## config.mk

```make
export PLATFORM = sky130hd
export DESIGN_NAME = alarm_ctrl
export DESIGN_NICKNAME = d
export VERILOG_FILES = /design/src/rtl/alarm_pkg.sv /design/src/rtl/alarm_match.sv /design/src/rtl/alarm_ctrl.sv
export SDC_FILE = /design/constraint.sdc
export NUM_CORES = 1
export LEC_CHECK = 0
export CORE_MARGIN = 2
export CORE_UTILIZATION = 41
export CTS_CLUSTER_SIZE = 12
export DETAILED_ROUTE_END_ITERATION = 12
export MAX_ROUTING_LAYER = met4
export PLACE_DENSITY = 0.91
export REMOVE_ABC_BUFFERS = 1
export SYNTH_ARGS = -nofsm -noshare
export SYNTH_HDL_FRONTEND = slang
export SYNTH_SLANG_ARGS = --single-unit
```

## constraint.sdc

```tcl
create_clock -name clk -period 4.92 [get_ports clk]
set_input_delay 1.23 -clock clk [delete_from_list [all_inputs] [get_ports clk]]
set_output_delay 1.23 -clock clk [all_outputs]
set_load 0.01 [all_outputs]
```

## src/rtl/alarm_pkg.sv

```systemverilog
// Shared types and default timing constants for the alarm controller slice.
package alarm_pkg;

  typedef logic [3:0] bcd_t;

  typedef enum logic [1:0] {
    ALM_IDLE    = 2'd0,
    ALM_RINGING = 2'd1,
    ALM_SNOOZE  = 2'd2
  } alarm_state_t;

  localparam int RING_TIMEOUT_S_DEF = 60;
  localparam int SNOOZE_S_DEF       = 300;

endpackage

```

## src/rtl/alarm_match.sv

```systemverilog
// Compares current HH:MM:00 against the alarm HH:MM and emits a one-cycle trigger
// on the first matching cycle; holding the time at the match does not retrigger.
module alarm_match
  import alarm_pkg::*;
(
  input  logic clk,
  input  logic rst,
  input  bcd_t cur_h_tens,
  input  bcd_t cur_h_units,
  input  bcd_t cur_m_tens,
  input  bcd_t cur_m_units,
  input  bcd_t cur_s_tens,
  input  bcd_t cur_s_units,
  input  bcd_t alm_h_tens,
  input  bcd_t alm_h_units,
  input  bcd_t alm_m_tens,
  input  bcd_t alm_m_units,
  input  logic alarm_en,
  output logic trigger
);

  logic match;
  logic match_d;
  logic match_q;

  always_comb begin
    match = alarm_en
         && (cur_h_tens  == alm_h_tens)  && (cur_h_units == alm_h_units)
         && (cur_m_tens  == alm_m_tens)  && (cur_m_units == alm_m_units)
         && (cur_s_tens  == 4'd0)        && (cur_s_units == 4'd0);
    match_d = match;
  end

  always_ff @(posedge clk) begin
    if (rst) match_q <= 1'b0;
    else     match_q <= match_d;
  end

  assign trigger = match & ~match_q;

endmodule

```

## src/rtl/alarm_ctrl.sv

```systemverilog
// Alarm IDLE/RINGING/SNOOZE FSM with registered outputs, one cycle after the trigger.
// The SNOOZE state exists only when ALARM_SNOOZE_EN is defined.
module alarm_ctrl
  import alarm_pkg::*;
#(
  parameter int RING_TIMEOUT_S = RING_TIMEOUT_S_DEF,
  parameter int SNOOZE_S       = SNOOZE_S_DEF
) (
  input  logic clk,
  input  logic rst,
  input  logic sec_tick,
  input  bcd_t cur_h_tens,
  input  bcd_t cur_h_units,
  input  bcd_t cur_m_tens,
  input  bcd_t cur_m_units,
  input  bcd_t cur_s_tens,
  input  bcd_t cur_s_units,
  input  bcd_t alm_h_tens,
  input  bcd_t alm_h_units,
  input  bcd_t alm_m_tens,
  input  bcd_t alm_m_units,
  input  logic alarm_en,
  input  logic stop_btn,
  input  logic snooze_btn,
  output logic ringing,
  output logic buzzer,
  output logic snoozing
);

  localparam int RW = $clog2(RING_TIMEOUT_S + 1);
  localparam logic [RW-1:0] RING_MAX = RW'(RING_TIMEOUT_S);

  logic trigger;

  alarm_match u_match (
    .clk         (clk),
    .rst         (rst),
    .cur_h_tens  (cur_h_tens),
    .cur_h_units (cur_h_units),
    .cur_m_tens  (cur_m_tens),
    .cur_m_units (cur_m_units),
    .cur_s_tens  (cur_s_tens),
    .cur_s_units (cur_s_units),
    .alm_h_tens  (alm_h_tens),
    .alm_h_units (alm_h_units),
    .alm_m_tens  (alm_m_tens),
    .alm_m_units (alm_m_units),
    .alarm_en    (alarm_en),
    .trigger     (trigger)
  );

  alarm_state_t  state_d, state_q;
  logic [RW-1:0] ring_cnt_d, ring_cnt_q, ring_inc;
  logic          beep_d, beep_q;
  logic          ringing_d, ringing_q;
  logic          buzzer_d, buzzer_q;

`ifdef ALARM_SNOOZE_EN
  localparam int SW = $clog2(SNOOZE_S + 1);
  localparam logic [SW-1:0] SNOOZE_MAX = SW'(SNOOZE_S);
  logic [SW-1:0] snooze_cnt_d, snooze_cnt_q, snooze_inc;
  logic          snoozing_d, snoozing_q;
`else
  localparam int unused_snooze_s = SNOOZE_S;
  logic unused_snooze_btn;
  assign unused_snooze_btn = snooze_btn;
`endif

  always_comb begin
    state_d    = state_q;
    ring_cnt_d = ring_cnt_q;
    beep_d     = beep_q;
    // Saturating increment: the counter parks at its limit instead of wrapping.
    ring_inc   = (ring_cnt_q == RING_MAX) ? ring_cnt_q : ring_cnt_q + 1'b1;
`ifdef ALARM_SNOOZE_EN
    snooze_cnt_d = snooze_cnt_q;
    snooze_inc   = (snooze_cnt_q == SNOOZE_MAX) ? snooze_cnt_q : snooze_cnt_q + 1'b1;
`endif
    if (!alarm_en) begin
      state_d = ALM_IDLE;
    end else begin
      case (state_q)
        ALM_IDLE: begin
          if (trigger) begin
            state_d    = ALM_RINGING;
            ring_cnt_d = '0;
            beep_d     = 1'b1;
          end
        end
        ALM_RINGING: begin
          if (stop_btn) begin
            state_d = ALM_IDLE;
`ifdef ALARM_SNOOZE_EN
          end else if (snooze_btn) begin
            state_d      = ALM_SNOOZE;
            snooze_cnt_d = '0;
`endif
          end else if (sec_tick) begin
            ring_cnt_d = ring_inc;
            beep_d     = ~beep_q;
            if (ring_inc == RING_MAX) state_d = ALM_IDLE;
          end
        end
`ifdef ALARM_SNOOZE_EN
        ALM_SNOOZE: begin
          if (stop_btn) begin
            state_d = ALM_IDLE;
          end else if ((sec_tick && (snooze_inc == SNOOZE_MAX)) || trigger) begin
            state_d    = ALM_RINGING;
            ring_cnt_d = '0;
            beep_d     = 1'b1;
          end else if (sec_tick) begin
            snooze_cnt_d = snooze_inc;
          end
        end
`endif
        default: state_d = ALM_IDLE;
      endcase
    end
    ringing_d = (state_d == ALM_RINGING);
    buzzer_d  = ringing_d & beep_d;
`ifdef ALARM_SNOOZE_EN
    snoozing_d = (state_d == ALM_SNOOZE);
`endif
  end

  always_ff @(posedge clk) begin
    if (rst) begin
      state_q    <= ALM_IDLE;
      ring_cnt_q <= '0;
      beep_q     <= 1'b0;
      ringing_q  <= 1'b0;
      buzzer_q   <= 1'b0;
`ifdef ALARM_SNOOZE_EN
      snooze_cnt_q <= '0;
      snoozing_q   <= 1'b0;
`endif
    end else begin
      state_q    <= state_d;
      ring_cnt_q <= ring_cnt_d;
      beep_q     <= beep_d;
      ringing_q  <= ringing_d;
      buzzer_q   <= buzzer_d;
`ifdef ALARM_SNOOZE_EN
      snooze_cnt_q <= snooze_cnt_d;
      snoozing_q   <= snoozing_d;
`endif
    end
  end

  assign ringing = ringing_q;
  assign buzzer  = buzzer_q;
`ifdef ALARM_SNOOZE_EN
  assign snoozing = snoozing_q;
`else
  assign snoozing = 1'b0;
`endif

endmodule

```

=== Yosys cells after proc, flatten, opt, wreduce, memory -nomap -nowiden ===
Cells that the tools add are included.

* Add/subtract/negate cells: 1
* Equality and inequality tests: 11
* Mux-type cells: 16
* Bitwise logic cells: 4
* Reduce and logical (&&, ||, !) cells: 11

{| class="wikitable"
|+ Operators by type and width
! kind !! count
|-
| $mux W6 || 4
|-
| $eq A4 B4 Y1 || 4
|-
| $eq A6 B6 Y1 const B || 2
|-
| $pmux W6 S2 || 1
|-
| $mux W2 || 5
|-
| $logic_not A4 Y1 || 2
|-
| $add A6 B1 Y6 const B || 1
|-
| $logic_and A1 B1 Y1 || 6
|-
| $ne A2 B2 Y1 const B || 3
|-
| $reduce_and A5 Y1 || 1
|-
| $eq A2 B1 Y1 const B || 2
|-
| $mux W1 || 4
|-
| $pmux W2 S2 || 1
|-
| $and A1 B1 Y1 || 2
|-
| $logic_not A2 Y1 || 1
|-
| $not A1 Y1 || 2
|-
| $pmux W1 S2 || 1
|-
| $reduce_bool A2 Y1 || 1
|}

* Flip-flop bits (word level): 12
* Input bits: 46
* Output and inout port bits: 3
* Logic and storage cells: 49

=== Logic depth before layout (Yosys ltp) ===
Gate-level depths: netlist of the first run.

* Depth in word-level cells: 13
* Mapped depth: 8
* Gate-level depth less buffers: 8

=== Modules after synthesis ===
A second synthesis of the first run with hierarchy kept.

* Cell total of the unflattened synthesis: 103
* Area, all modules: 855.8 um^2

{| class="wikitable"
|+ By module, submodules not included
! module !! instances !! cells each !! area an instance (um^2) !! seq. area each (um^2)
|-
| alarm_ctrl || 1 || 75 || 624.3 || 220.2
|-
| alarm_match || 1 || 28 || 231.5 || 20.0
|}

=== Worst setup path after synthesis of the first run ===
Ideal clock, no wire load.

* Kind: input -> register
* From: input cur_s_tens[1]
* To: register ring_cnt_q[0]
* Library setup time: 120 ps
* Arrival time: 2510 ps
* Data required time: 4800 ps
* Setup slack: 2290 ps
* Stages on the path: 6
* Buffers on the path: 0
* Cells stage by stage: nor4_1 o2111a_1 nand4_1 nor4_4 nor2_1 o31a_1

* Cells in the longest elaborated chain, start to end: 6

{| class="wikitable"
|+ RTL lines
! what !! line !! source
|-
| start, declared || alarm_ctrl.sv:16 || <nowiki>input bcd_t cur_s_tens,</nowiki>
|-
| $logic_not A4 Y1 || alarm_match.sv:30 || <nowiki>&& (cur_s_tens == 4'd0) && (cur_s_units == 4'd0);</nowiki>
|-
| $logic_and A1 B1 Y1 (2 in series) || alarm_match.sv:30 ||
|-
| $and A1 B1 Y1 || alarm_match.sv:39 || <nowiki>assign trigger = match & ~match_q;</nowiki>
|-
| $ne A2 B2 Y1 (no line) || -- ||
|-
| $reduce_and A5 Y1 (no line) || -- ||
|-
| end signal, assigned || alarm_ctrl.sv:140 || <nowiki>ring_cnt_q <= ring_cnt_d;</nowiki>
|-
| end, declared || alarm_ctrl.sv:53 || <nowiki>logic [RW-1:0] ring_cnt_d, ring_cnt_q, ring_inc;</nowiki>
|}

No other way between the ends.
A chain may end at the register's enable or synchronous reset.

=== Worst setup path in the final report of the first run ===
Ends and elaborated chain as after synthesis.

==> impl_metrics.toml, run 1 <==
[status]
status = "finished clean"

[clock_tree]
cts_resized = 0
worst_skew_pair.late_latency_ps = 270
cts_hold_buf = 0
cts_sinks = 12
cts_buffers = 3
clockBufferDepth = 2
cts_root_buffer = "clkbuf_4"
htreeDepth = 1
clk_pin_slew_worst_paths_ps = 80
cts_tree = "done"
postCtsSetupBuffers = 0

[route]
firstDrtPassIters = 3
drtIter0Drc = 14
detail-route-antenna-nets = 0
totalWireLength_um = 2370
avgRoutedWirePerCell_um = 12.8
drc = 0
detail_route.vias_per_cell = 5.36
vias = 991

[floorplanning]
die_area_um2 = 2590
die_height_um = 50.9
core_um2 = 2020
rows = 16
die_w_um = 50.9
start_util_pct = 44.7
io_pins = 49

[yosys]
synth_seq_cells = 12
yosysUniqueCellTypes = 38
yosysTopAreaCell = "dfxtp_1"
yosys.area.top_type_share_pct = 26.6
avgSynthCellArea_um2 = 8.21
yosys_warnings = 0
synth_area_leaders = "dfxtp_1, xor2_1, xnor2_1"
syn_area_um2 = 903
ys_seq_area_share_pct = 26.6
netlist_instances = 110

[setup_path]
max_stage_delay_ps = 420
cp_top_family = "simple AND/OR/NAND/NOR gates"
cp.arrival_ps = 3130
cp.buffers_inverters = 1
path_cells = "clkdlybuf4s50_1, nor4_1, o2111a_1, nand4_1, nor4_4, nor2_1, o31a_1"
slowest_stage = "nor4_4"
cp-end-kind = "flop"
worstSetupStartpointType = "primary input"
critPathKind = "in -> reg"
crit_fanout = 5
crit_required_ps = 5080

[grt]
antenna_found_initial = 0
grt_max_degree = 10
grtUsageTotal_pct = 21.8
grt_pass1_vias = 1017
overflow = 0
grt_pass1_wl_um = 4110

[timing]
period_minus_slack_ps = 2970
fin_setup_tns_ps = 0
drv_slew = 0
fin_crit_sh_pct = 60.4
rsz0062_at_grt = "false"
setup_viol_count_final = 0
layout_setup_ws_ps = 1950
timing.fmax_mhz = 337
clock_skew_ps = 3.85
finalHoldViolations = 0

[final_layout]
final_common_cell = "clkdlybuf4s50_1"
drive_gt1_share_pct = 6.96
antenna_cells = 0
final_cell_mix = "clkdlybuf4s50_1, dfxtp_1, xor2_1, a21oi_1"
area_growth_syn_to_layout_pct = 57.3
nets = 207

[worst_hold_path]
hp-class = "reg -> reg"

[placement]
dp_hpwl_um = 2050
place_congestion = 0.863
dp_slack_ps = 1660
io_buffers = 46

[pwr]
p_leak_nw = 0.511
power-per-cell-area_nw_per_um2 = 164
irDropWorstVdd_v = 0.000113

[run]
maxCapViolCount = 0
final cells by class:
class	instances	area, um2
repair buffers	46	460
flip-flops and latches	12	240
fillers	153	601
well taps	27	33.8
multi-input cells	90	628
clock buffers	4	36.3
inverters	6	22.5
cells in the mapped netlist (all sizes together):
cell type	n
a2111o	1
a211o	1
a211oi	5
a21oi	10
a31o	1
a31oi	2
and3	3
and3b	1
buf	2
clkbuf	1
conb	1
dfxtp	12
ha	2
inv	6
nand2	5
nand2b	3
nand3	5
nand4	3
nor2	6
nor2b	2
nor3	2
nor3b	2
nor4	6
nor4b	1
o2111a	1
o21a	1
o21ai	4
o21ba	2
o22ai	1
o31a	1
xnor2	6
xor2	11
tightest hold or removal path, cell delays in order (launching register included):
cell     delay (ps)
dfxtp_1         330
a21oi_1         130
nor3_1           60
power by group:
part	total [mW]	switching (mW)	internal, mW
Sequential	0.0981	0.000688	0.0974
Combinational	0.0574	0.0178	0.0396
Clock	0.0780	0.0331	0.0450
Total	0.234	0.0516	0.182
registers in the layout, indices dropped and copies added, names as in the netlist:
signal           count
beep_q               1
buzzer               1
state_q              2
ring_cnt_q           6
ringing              1
u_match.match_q      1
per-stage QoR:
stage	hold WS, ps	std cells	util, %	total power [mW]	cell area, um2
after floorplan	489	108	-	0.116	891
after global placement	520	181	68.5	0.155	1390
after detailed placement	541	181	68.5	0.158	1390
after CTS	554	185	70.3	0.237	1420
after global routing	605	185	70.3	0.246	1420
final	554	185	70.3	0.234	1420
final timing paths:
path,startpoint,to,slack (ps),depth (start not counted)
worst min-delay path,ring_cnt_q[4],ring_cnt_q[4],550,2
worst max register to register,ring_cnt_q[0],ringing,2850,7
worst min register to register,ring_cnt_q[4],ring_cnt_q[4],550,2
worst max-delay path,cur_s_tens[1],ring_cnt_q[0],1950,7
metal layers:
metal  routed length, um  global-route usage [%]  share of wire, %  up-vias
met5                   0                       -                 0        -
met4                  85                    12.6               3.6        0
li1                    -                       -                 -      499
met1                 937                    23.4                40      432
met3                 174                    4.09               7.4        9
met2                1170                    37.2                49       51
cells by family (layout without fill, tap and decap cells):
kind of cell	after synthesis	count (layout)	share of synthesized area (%)
adders and majority gates	2	2	2.77
AOI/OAI and AO/OA	30	30	23.0
xor gates and xnor gates	17	17	16.5
DFF	12	12	26.6
buffers and inverters	9	56	4.29
other	1	2	0.415
and+or+nand+nor	39	39	26.5
(Power assumes the default switching activity.)
==> run 2: changes to the inputs <==
--- a/config.mk
+++ b/config.mk
@@ -6,11 +6,11 @@
 export NUM_CORES = 1
 export LEC_CHECK = 0
 export CORE_MARGIN = 2
-export CORE_UTILIZATION = 41
+export CORE_UTILIZATION = 38
 export CTS_CLUSTER_SIZE = 12
 export DETAILED_ROUTE_END_ITERATION = 12
 export MAX_ROUTING_LAYER = met4
-export PLACE_DENSITY = 0.91
+export PLACE_DENSITY = 0.86
 export REMOVE_ABC_BUFFERS = 1
 export SYNTH_ARGS = -nofsm -noshare
 export SYNTH_HDL_FRONTEND = slang
==> constraint.sdc (replaced) <==
create_clock -name clk -period 2.8 [get_ports clk]
set_input_delay 0.7 -clock clk [delete_from_list [all_inputs] [get_ports clk]]
set_output_delay 0.7 -clock clk [all_outputs]
set_load 0.01 [all_outputs]
==> impl_metrics.toml, run 2 (same netlist as run 1, synthesis figures left out) <==
[status]
status = "finished clean"

[floorplanning]
io_pins = 49
die_area_um2 = 2780
die_w_um = 52.8
rows = 17
start_util_pct = 40.4
core_um2 = 2230
die_height_um = 52.8

[final_layout]
n_fill_cell = 194
reg_top3 = "ring_cnt_q: 6 flops, state_q: 2 flops"
antenna_cells = 0
final_common_cell = "clkdlybuf4s50_1"
drive_gt1_share_pct = 6.96
multiInputGateArea_um2 = 628
largest_reg_flops = 6
nets = 207
area_growth_syn_to_layout_pct = 57.5
final_cell_mix = "clkdlybuf4s50_1, dfxtp_1, xor2_1, a21oi_1"
seq_area_um2 = 240
largest_register = "ring_cnt_q"

[pwr]
combPwrFrac_pct = 24.3
p_seq_share_pct = 42.1
fin_total_pwr_uw = 409
power-per-cell-area_nw_per_um2 = 288
p_int_uw = 320
switching_power_uw = 89.4
p_sw_share_pct = 21.8
clkPwrFrac_pct = 33.6
p_leak_nw = 0.511
irDropWorstVdd_v = 0.000170

[clock_tree]
cts_root_buffer = "clkbuf_4"
cts_resized = 0
clockBufferDepth = 2
htreeDepth = 1
clk_pin_slew_worst_paths_ps = 70
cts_buffers = 3
postCtsSetupBuffers = 0
cts_hold_buf = 0
cts_sinks = 12
cts_tree = "done"
worst_skew_pair.late_latency_ps = 270

[setup_path]
cp-end-kind = "flop"
cp.arrival_ps = 2580
path_cells = "clkdlybuf4s50_1, nor4_1, o2111a_1, nand4_1, nor4_4, nor2_1, o31a_1"
max_stage_delay_ps = 410
worstSetupStartpointType = "primary input"
cp.buffers_inverters = 1
critPathKind = "in -> reg"
slowest_stage = "clkdlybuf4s50_1"
crit_fanout = 5
cp_top_family = "simple AND/OR/NAND/NOR gates"
crit_required_ps = 2970

[timing]
fin_setup_tns_ps = 0
period_minus_slack_ps = 2410
clock_skew_ps = 2.47
fin_crit_sh_pct = 86.2
whs_ps = 539
rsz0062_at_grt = "false"
layout_setup_ws_ps = 385
timing.fmax_mhz = 414
finalHoldViolations = 0
drv_slew = 0
setup_viol_count_final = 0

[run]
maxCapViolCount = 0

[placement]
dp_slack_ps = 76.3
dp_hpwl_um = 2010
place_congestion = 0.926
io_buffers = 46

[grt]
antenna_found_initial = 0
grt_pass1_vias = 893
grt_pass1_wl_um = 3700
overflow = 0
grtUsageTotal_pct = 18.7
grt_max_degree = 10

[route]
detail-route-antenna-nets = 0
totalWireLength_um = 2380
routed.top_layer = "met4"
drc = 0
firstDrtPassIters = 4
vias = 983
drt-met1-wl_um = 941
detail_route.vias_per_cell = 5.28
wl_met2_um = 1240
dr_wl_met3_um = 148
avgRoutedWirePerCell_um = 12.8
drtIter0Drc = 14

[worst_hold_path]
hp-class = "reg -> reg"
==> run 2: cell counts in the layout (fill, tap and decap cells not counted) <==
No cell type changed its count.
==> run 2: path summary, 6_finish.rpt <==
check	slack (ps)	depth (start not counted)	endpoint	from
setup / recovery	390	7	ring_cnt_q[0]	cur_s_tens[1]
hold / removal	540	2	ring_cnt_q[4]	ring_cnt_q[4]
setup reg to reg	700	7	state_q[0]	ring_cnt_q[0]
hold reg to reg	540	2	ring_cnt_q[4]	ring_cnt_q[4]
==> run 2: area by class of cell <==
type                       count  share of cell area, %
multi-input combinational     90                   44.2
timing repair buffer          46                   32.4
sequential                    12                   16.9
clock buffer                   4                   2.55
tap                           28                   2.46
inverter                       6                   1.58
==> run 2: worst reg2reg max path, delay by kind of cell, from the launching register on <==
family | cells | cell delay [ps]
compound gates | 5 | 840
fa+ha+maj | 1 | 300
flops | 1 | 460
simple gates | 1 | 400
==> run 2: power by group through the flow <==
| stage | Combinational [mW] | Clock, mW | Sequential, mW |
|---|---|---|---|
| floorplan | 0.0279 | 0 | 0.176 |
| global route | 0.107 | 0.146 | 0.173 |
| finish | 0.0994 | 0.138 | 0.172 |
| CTS | 0.100 | 0.139 | 0.172 |
| detailed placement | 0.0999 | 0 | 0.176 |
| global placement | 0.0976 | 0 | 0.176 |
==> run 2: layer usage <==
layer | track usage [%] | up-vias
met2 | 32.5 | 42
met4 | 8.97 | 0
met5 | - | -
met3 | 3.43 | 4
met1 | 20.4 | 437
li1 | - | 500
==> run 2: per-stage QoR <==
step / area [um2] / utilization (%) / cells
global route: 1420 / 63.7 / 186
CTS: 1420 / 63.7 / 186
global placement: 1390 / 62.1 / 182
floorplan: 891 / - / 108
detailed placement: 1390 / 62.1 / 182
finish: 1420 / 63.7 / 186
==> run 3: changes to the inputs <==
--- a/config.mk
+++ b/config.mk
@@ -5,12 +5,13 @@
 export SDC_FILE = /design/constraint.sdc
 export NUM_CORES = 1
 export LEC_CHECK = 0
+export CAP_MARGIN = 20
 export CORE_MARGIN = 2
 export CORE_UTILIZATION = 38
 export CTS_CLUSTER_SIZE = 12
 export DETAILED_ROUTE_END_ITERATION = 12
 export MAX_ROUTING_LAYER = met4
-export PLACE_DENSITY = 0.86
+export PLACE_DENSITY = 0.79
 export REMOVE_ABC_BUFFERS = 1
 export SYNTH_ARGS = -nofsm -noshare
 export SYNTH_HDL_FRONTEND = slang
==> impl_metrics.toml, run 3 (same netlist as run 1, synthesis figures left out) <==
[pwr]
fin_total_pwr_uw = 412
power-per-cell-area_nw_per_um2 = 290
p_leak_nw = 0.511
irDropWorstVdd_v = 0.000230

[worst_hold_path]
hp-class = "reg -> reg"

[route]
drc = 0
detail-route-antenna-nets = 0
totalWireLength_um = 2190
firstDrtPassIters = 4
dr_wl_met3_um = 184
wl_met2_um = 1050
detail_route.vias_per_cell = 5.38
drtIter0Drc = 17
routed.top_layer = "met4"
vias = 1000
avgRoutedWirePerCell_um = 11.8
drt-met1-wl_um = 910

[clock_tree]
cts_root_buffer = "clkbuf_4"
cts_sinks = 12
cts_buffers = 3
htreeDepth = 1
clockBufferDepth = 2
cts_tree = "done"
clk_pin_slew_worst_paths_ps = 80
postCtsSetupBuffers = 0
worst_skew_pair.late_latency_ps = 280
cts_resized = 0
cts_hold_buf = 0

[timing]
timing.fmax_mhz = 426
clock_skew_ps = 4.26
finalHoldViolations = 0
drv_slew = 0
fin_crit_sh_pct = 83.8
period_minus_slack_ps = 2350
fin_setup_tns_ps = 0
rsz0062_at_grt = "false"
setup_viol_count_final = 0

[setup_path]
rr_worst_depth = 7
crit_fanout = 5
rrSetupSlack_ps = 740
rr_startpoint = "ring_cnt_q[0]"
cp-startpoint = "cur_s_tens[1]"
crit_required_ps = 2980
cp-end-kind = "flop"
critPathKind = "in -> reg"
worstSetupStartpointType = "primary input"
cp.arrival_ps = 2530
r2r-end = "state_q[0]"
endpoint = "ring_cnt_q[0]"

[placement]
io_buffers = 46
place_congestion = 0.874
dp_hpwl_um = 1910

[status]
status = "finished clean"

[floorplanning]
core_um2 = 2230
rows = 17
die_w_um = 52.8
start_util_pct = 40.4
die_area_um2 = 2780
io_pins = 49
die_height_um = 52.8

[final_layout]
antenna_cells = 0
drive_gt1_share_pct = 6.96
largest_register = "ring_cnt_q"
final_cell_mix = "clkdlybuf4s50_1, dfxtp_1, xor2_1, a21oi_1"
nets = 207
final_common_cell = "clkdlybuf4s50_1"
reg_top3 = "ring_cnt_q: 6 flops, state_q: 2 flops"
largest_reg_flops = 6
area_growth_syn_to_layout_pct = 57.5

[run]
maxCapViolCount = 0

[grt]
grtUsageTotal_pct = 18.9
overflow = 0
grt_pass1_wl_um = 3840
grt_pass1_vias = 984
grt_max_degree = 10
antenna_found_initial = 0
-- run 3: cell type report --
class                      count  area [um2]
clock buffer                   4        36.3
fill                         199         811
inverter                       6        22.5
multi-input combinational     90         628
sequential                    12         240
tap                           28        35.0
timing repair buffer          46         460
-- run 3: routing by layer --
layer / GRT usage (%) / vias up
li1: - / 501
met1: 20.5 / 445
met4: 8.97 / 0
met5: - / -
met2: 33.3 / 47
met3: 2.86 / 7
-- run 3: worst min-delay path by stage --
stage / depth (start not counted) / slack [ps] / start / end
3_3_place_gp: 2 / 520 / ring_cnt_q[4] / ring_cnt_q[4]
5_1_grt: 2 / 590 / ring_cnt_q[2] / ring_cnt_q[2]
6_report: 2 / 550 / beep_q / beep_q
3_5_place_dp: 2 / 520 / ring_cnt_q[4] / ring_cnt_q[4]
4_1_cts: 2 / 540 / ring_cnt_q[4] / ring_cnt_q[4]
2_1_floorplan: 2 / 490 / ring_cnt_q[4] / ring_cnt_q[4]
-- run 3: through the flow --
step	hold slack, ps	instance area [um2]	setup WS (ps)	cells	utilization [%]
detailed placement	525	1390	125	182	62.1
finish	551	1420	453	186	63.7
floorplan	489	891	700	108	-
global placement	523	1390	127	182	62.1
global route	595	1420	267	186	63.7
CTS	540	1420	431	186	63.7
-- run 3: power breakdown --
| part | internal [mW] | leakage, nW | switching, mW |
|---|---|---|---|
| logic | 0.0696 | 0.393 | 0.0290 |
| registers | 0.171 | 0.0970 | 0.00111 |
| clock network | 0.0792 | 0.0210 | 0.0623 |
-- run 3: critical path, cell delays in order --
cell and delay, ps:
clkdlybuf4s50_1 400, nor4_1 310, o2111a_1 230, nand4_1 140, nor4_4 400, nor2_1 70
o31a_1 270
